<file path="src/rtl/fnd_scan_decoder.sv">
// fnd_scan_decoder
//   Watches a multiplexed, active-low 7-segment (FND) bus and recovers the hex
//   value shown on each digit. The bus is sampled every clock. A capture happens
//   once per stable period, after STABLE_CYCLES identical consecutive samples.
//   The captured pattern is then classified:
//     - no digit selected            : ignored
//     - one digit selected, legal hex: digit value stored, update pulse
//     - one digit selected, all off  : digit marked blank, update pulse
//     - one digit selected, other    : pattern_err pulse
//     - several digits selected      : sel_err pulse
//
// Ports
//   clk          system clock
//   rst          synchronous, active-high reset
//   fnd_sel      active-low digit enables (bit k low = digit k driven)
//   fnd_on       active-low segments {g,f,e,d,c,b,a}
//   digits_out   recovered hex, digit k at [4k+3:4k]
//   digit_valid  digit k holds a decoded hex value
//   digit_blank  last capture of digit k was all segments off
//   update       one-cycle pulse on a hex or blank capture
//   pattern_err  one-cycle pulse on an illegal segment pattern
//   sel_err      one-cycle pulse when more than one digit was selected
module fnd_scan_decoder #(
  parameter int NUM_DIGITS    = 4,
  parameter int STABLE_CYCLES = 4
) (
  input  logic                    clk,
  input  logic                    rst,
  input  logic [NUM_DIGITS-1:0]   fnd_sel,
  input  logic [6:0]              fnd_on,
  output logic [4*NUM_DIGITS-1:0] digits_out,
  output logic [NUM_DIGITS-1:0]   digit_valid,
  output logic [NUM_DIGITS-1:0]   digit_blank,
  output logic                    update,
  output logic                    pattern_err,
  output logic                    sel_err
);

  localparam int CW = $clog2(STABLE_CYCLES + 1);
  localparam int IW = (NUM_DIGITS > 1) ? $clog2(NUM_DIGITS) : 1;
  localparam logic [CW-1:0] CNT_MAX = CW'(STABLE_CYCLES);
  localparam logic [6:0] SEG_BLANK = 7'b1111111;

  // Returns {legal, value} for an active-low {g..a} pattern.
  function automatic logic [4:0] seg_decode(input logic [6:0] seg);
    case (seg)
      7'b1000000: seg_decode = {1'b1, 4'h0};
      7'b1111001: seg_decode = {1'b1, 4'h1};
      7'b0100100: seg_decode = {1'b1, 4'h2};
      7'b0110000: seg_decode = {1'b1, 4'h3};
      7'b0011001: seg_decode = {1'b1, 4'h4};
      7'b0010010: seg_decode = {1'b1, 4'h5};
      7'b0000010: seg_decode = {1'b1, 4'h6};
      7'b1011000: seg_decode = {1'b1, 4'h7};
      7'b0000000: seg_decode = {1'b1, 4'h8};
      7'b0010000: seg_decode = {1'b1, 4'h9};
      7'b0001000: seg_decode = {1'b1, 4'hA};
      7'b0000011: seg_decode = {1'b1, 4'hB};
      7'b1000110: seg_decode = {1'b1, 4'hC};
      7'b0100001: seg_decode = {1'b1, 4'hD};
      7'b0000110: seg_decode = {1'b1, 4'hE};
      7'b0001110: seg_decode = {1'b1, 4'hF};
      default:    seg_decode = 5'b0;
    endcase
  endfunction

  // ---------------------------------------------------------------------------
  // Sampling and stability window
  // ---------------------------------------------------------------------------
  logic [NUM_DIGITS-1:0] sel_reg;
  logic [6:0]            on_reg;
  logic [CW-1:0]         cnt_reg;
  logic [CW-1:0]         cnt_next;
  logic                  cap_reg;

  // The incoming bus is compared with the last sample, so the counter reflects
  // how many consecutive identical samples exist including the one being taken.
  always_comb begin
    cnt_next = cnt_reg;
    if ({fnd_sel, fnd_on} != {sel_reg, on_reg}) begin
      cnt_next = CW'(1);
    end else if (cnt_reg != CNT_MAX) begin
      cnt_next = cnt_reg + CW'(1);
    end
  end

  always_ff @(posedge clk) begin
    if (rst) begin
      sel_reg <= '1;
      on_reg  <= '1;
      cnt_reg <= '0;
      cap_reg <= 1'b0;
    end else begin
      sel_reg <= fnd_sel;
      on_reg  <= fnd_on;
      cnt_reg <= cnt_next;
      // Only the transition into saturation triggers, so a long hold captures once.
      cap_reg <= (cnt_next == CNT_MAX) && (cnt_reg != CNT_MAX);
    end
  end

  // ---------------------------------------------------------------------------
  // Classification of the captured sample (sel_reg/on_reg still hold it)
  // ---------------------------------------------------------------------------
  logic [3:0]    low_cnt;
  logic [IW-1:0] sel_idx;
  logic [4:0]    dec;
  logic          is_hex;
  logic          is_blank;
  logic          cap_one;
  logic          cap_multi;

  always_comb begin
    low_cnt = 4'd0;
    sel_idx = '0;
    for (int i = 0; i < NUM_DIGITS; i++) begin
      if (!sel_reg[i]) begin
        low_cnt = low_cnt + 4'd1;
        sel_idx = IW'(i);
      end
    end
  end

  assign dec       = seg_decode(on_reg);
  assign is_hex    = dec[4];
  assign is_blank  = (on_reg == SEG_BLANK);
  assign cap_one   = cap_reg && (low_cnt == 4'd1);
  assign cap_multi = cap_reg && (low_cnt > 4'd1);

  logic update_reg;
  logic pattern_err_reg;
  logic sel_err_reg;

  always_ff @(posedge clk) begin
    if (rst) begin
      update_reg      <= 1'b0;
      pattern_err_reg <= 1'b0;
      sel_err_reg     <= 1'b0;
    end else begin
      update_reg      <= cap_one && (is_hex || is_blank);
      pattern_err_reg <= cap_one && !is_hex && !is_blank;
      sel_err_reg     <= cap_multi;
    end
  end

  assign update      = update_reg;
  assign pattern_err = pattern_err_reg;
  assign sel_err     = sel_err_reg;

  // ---------------------------------------------------------------------------
  // Per-digit result registers
  // ---------------------------------------------------------------------------
  logic [3:0] digit_reg [NUM_DIGITS];
  logic       valid_reg [NUM_DIGITS];
  logic       blank_reg [NUM_DIGITS];

  for (genvar gi = 0; gi < NUM_DIGITS; gi++) begin : g_digit
    logic hit;
    assign hit = cap_one && (sel_idx == IW'(gi));

    always_ff @(posedge clk) begin
      if (rst) begin
        digit_reg[gi] <= 4'h0;
        valid_reg[gi] <= 1'b0;
        blank_reg[gi] <= 1'b0;
      end else if (hit) begin
        if (is_hex) begin
          digit_reg[gi] <= dec[3:0];
          valid_reg[gi] <= 1'b1;
          blank_reg[gi] <= 1'b0;
        end else if (is_blank) begin
          // The last shown value is kept so the host can still read it.
          valid_reg[gi] <= 1'b0;
          blank_reg[gi] <= 1'b1;
        end
      end
    end

    assign digits_out[4*gi +: 4] = digit_reg[gi];
    assign digit_valid[gi]       = valid_reg[gi];
    assign digit_blank[gi]       = blank_reg[gi];
  end

endmodule

</file>
<file path="config.mk">
export PLATFORM = sky130hd
export DESIGN_NAME = fnd_scan_decoder
export DESIGN_NICKNAME = d
export VERILOG_FILES = /design/src/rtl/fnd_scan_decoder.sv
export SDC_FILE = /design/constraint.sdc
export NUM_CORES = 1
export LEC_CHECK = 0
export CAP_MARGIN = 20
export CELL_PAD_IN_SITES_DETAIL_PLACEMENT = 1
export CELL_PAD_IN_SITES_GLOBAL_PLACEMENT = 2
export CORE_ASPECT_RATIO = 1.4
export CORE_MARGIN = 2
export CORE_UTILIZATION = 33
export DETAILED_ROUTE_END_ITERATION = 12
export PLACE_DENSITY_LB_ADDON = 0.08
export SETUP_SLACK_MARGIN = 0.2
export SYNTH_ARGS = -nofsm -noshare
export SYNTH_HDL_FRONTEND = slang
export SYNTH_SLANG_ARGS = --single-unit
</file>
<file path="constraint.sdc">
create_clock -name clk -period 3.65 [get_ports clk]
set_input_delay 0.73 -clock clk [delete_from_list [all_inputs] [get_ports clk]]
set_output_delay 0.73 -clock clk [all_outputs]
set_load 0.01 [all_outputs]
</file>
==> results by group <==
Worst setup path
  – Crit path capture type: register
  – Worst Path Required: 3.75 ns
  – CP max FO: 19
  – Worst Path Arrival: 3.30 ns
  – R2R Path End: digit_reg[1][1]
  – Reg2reg path depth: 9
  – Flop2flop setup slack: 0.45 ns
  – Critical path class: register to register
  – Worst Setup Start Kind: register
  – R2R Path Start: sel_reg[1]

Pwr
  – Net Sw Power: 0.250 mW
  – Leakage: 0.996 nW
  – Worst VDD drop: 0.162 mV
  – Sw frac: 25.4%
  – Combinational share of power: 13.6%
  – Clock power frac: 32.4%
  – Pwr dens: 345 nW/um^2
  – Sequential Power Share: 54.1%
  – Internal power: 0.735 mW

Timing
  – Slew Viols, Final: 0
  – Final hold violations: 0
  – Final worst setup slack: 0.448 ns
  – Worst Max-Slew Pin Slew: 0.649 ns
  – Final setup violation count: 0
  – Minimum clock period: 3.20 ns
  – Worst Clk Skew: 0.00256 ns
  – Rel. slew slack: 56.5%
  – Period utilization: 87.7%
  – Setup TNS: 0 ns
  – Fmax: 312 MHz
  – Unrepaired setup endpoints after global routing: false

Synthesis
  – Post-synth EDFFs: 24
  – Count leader, synth: edfxtp_1
  – Post-Syn Nets: 251
  – Synthesis Warnings: 0
  – Ys flop type: edfxtp_1
  – Commonest cells post-synth: edfxtp_1, nor2_1, dfxtp_1
  – Post-synth cell types: 49
  – Mapped Area: 2330 um^2
  – Sequential-to-total area share from yosys stat: 46.3%
  – Avg Synthesized Cell Area: 10.0 um^2
  – Synth Instances: 233
  – Area leader, netlist: edfxtp_1
  – Synth async-reset ratio: 0%
  – Synth top area cells: edfxtp_1, dfxtp_1, xnor2_1
  – Count of state elements after synthesis: 42
  – Share of Yosys cell area claimed by the top area cell type: 30.9%

Detailed routing
  – Drt wl/cell: 15.9 um
  – DRC viols: 0
  – DR pass1 iterations: 4
  – ANT nets after route: 0
  – Routed wire length: 5.69 mm
  – DRT iter0 DRCs: 55
  – Vias: 1837
  – Routed vias/inst: 5.13

Die
  – Die H: 104 um
  – Die area: 7770 um^2
  – # rows: 36
  – Core area: 6890 um^2
  – Die width: 75.1 um
  – Top Ports: 40
  – Initial core utilization: 33.9%

Place
  – Hpwl dp: 4.32 mm
  – Dpl cells: 350
  – Routability cong.: 0.810
  – Worst slack, placed: 0.436 ns
  – Port Buffer Count: 39

Clock network
  – CTS tree: built
  – TritonCTS buffer count: 5
  – Htree depth: 2
  – Clock Path Buffers: 2
  – Post-CTS sizing: 0
  – Post-CTS setup buffers: 0
  – Clk root buf: clkbuf_8
  – Hold buffers post-CTS: 0
  – Sink Count: 42
  – Clock Latency Late Sink: 0.30 ns
  – Clock transition at path regs: 0.08 ns

Cells and area
  – Number of diodes: 0
  – Synthesis-to-layout area growth: 22.2%
  – Share of cells above drive strength 1: 12.2%
  – Final Non-Filler Cells: 358
  – Final-stage net count: 280
  – Number of flip-flops in the largest register: 16

Global routing
  – First-pass GRT wire length: 9.49 mm
  – Overflow after GRT: 0
  – Antenna violations before repair: 0
  – Pin count of the biggest net entering global routing: 28
  – Gr usage total: 15.8%
  – Vias in the first global route: 1946

Job
  – Max cap viols: 0

Worst hold path
  – Hold Crit Depth: 2
  – Worst Hold Endpoint: cnt_reg[2]
  – Tightest Hold Check Type: register to register
  – Hold path start: cnt_reg[2]

Run status
  – Status: complete, no violations
power by group through the flow:
stage	Clock (mW)	Sequential, mW	Combinational [mW]
global placement	0	0.543	0.134
detailed placement	0	0.544	0.136
global route	0.346	0.535	0.149
finish	0.319	0.533	0.134
floorplan	0	0.535	0.0870
CTS	0.332	0.533	0.136
how the worst max path moves through the flow:
stage	depth (start not counted)	start	endpoint
global placement	9	sel_reg[1]	blank_reg[1]
detailed placement	9	sel_reg[1]	blank_reg[1]
floorplan	9	sel_reg[1]	digit_reg[1][0]
global route	9	sel_reg[1]	digit_reg[2][1]
CTS	9	sel_reg[1]	valid_reg[1]
finish	9	sel_reg[1]	digit_reg[1][1]
through the flow:
| stage | power (mW) | area [um^2] | hold slack, ns | util, % |
|---|---|---|---|---|
| after floorplan | 0.622 | 2330 | 0.497 | - |
| after global placement | 0.677 | 2760 | 0.526 | 40.0 |
| after detailed placement | 0.680 | 2760 | 0.558 | 40.0 |
| after CTS | 1.00 | 2850 | 0.569 | 41.4 |
| after global routing | 1.03 | 2850 | 0.610 | 41.4 |
| final | 0.985 | 2850 | 0.561 | 41.4 |
cell usage in the layout (no fill, tap or decap), drive strengths merged, types with 3 or more instances in the layout:
| cell type | count |
|---|---|
| dfxtp | 18 |
| nor3b | 7 |
| a41oi | 5 |
| a21oi | 5 |
| buf | 7 |
| nand2 | 6 |
| nor2 | 19 |
| nor3 | 12 |
| o21ai | 5 |
| edfxtp | 24 |
| or2 | 13 |
| o311ai | 3 |
| nand3 | 8 |
| xnor2 | 14 |
| clkdlybuf4s50 | 39 |
| nor2b | 3 |
| and4b | 4 |
| ha | 5 |
| nand2b | 4 |
| inv | 9 |
| clkbuf | 6 |
| o21bai | 3 |
| nand4 | 6 |
| nor4 | 11 |
layer usage:
layer / up-vias / share of wire (%) / global-route usage, %
met2: 45 / 53 / 28.4
li1: 904 / - / -
met3: 9 / 2.9 / 3.02
met5: - / 0 / 0
met4: 0 / 2.0 / 5.99
met1: 879 / 42 / 17.5
layout make-up:
type,instances,area [um^2]
Clock inverter,2,12.5
Sequential cell,42,1080
Tap cell,95,119
Multi-Input combinational cell,158,1080
Fill cell,808,4040
Timing Repair Buffer,46,443
Inverter,9,33.8
Clock buffer,6,82.6
cell families (layout without fill, tap and decap cells):
logic type / count (synthesis) / after routing / share of synthesized area [%]
compound gates: 28 / 28 / 8.63
xor+xnor: 15 / 15 / 5.63
fa+ha+maj: 5 / 5 / 2.68
buf+inv: 33 / 63 / 7.40
flops: 42 / 42 / 46.3
mux: 2 / 2 / 1.39
simple gates: 108 / 108 / 28.0
critical path: stages, from the launching register on:
cell	delay [ns]
dfxtp_1	0.41
inv_1	0.08
ha_1	0.35
xnor2_1	0.15
ha_1	0.31
or2_2	0.29
mux4_2	0.46
or4_1	0.40
buf_4	0.21
nor4_1	0.32
No activity file was read; power rests on OpenSTA's default activity.
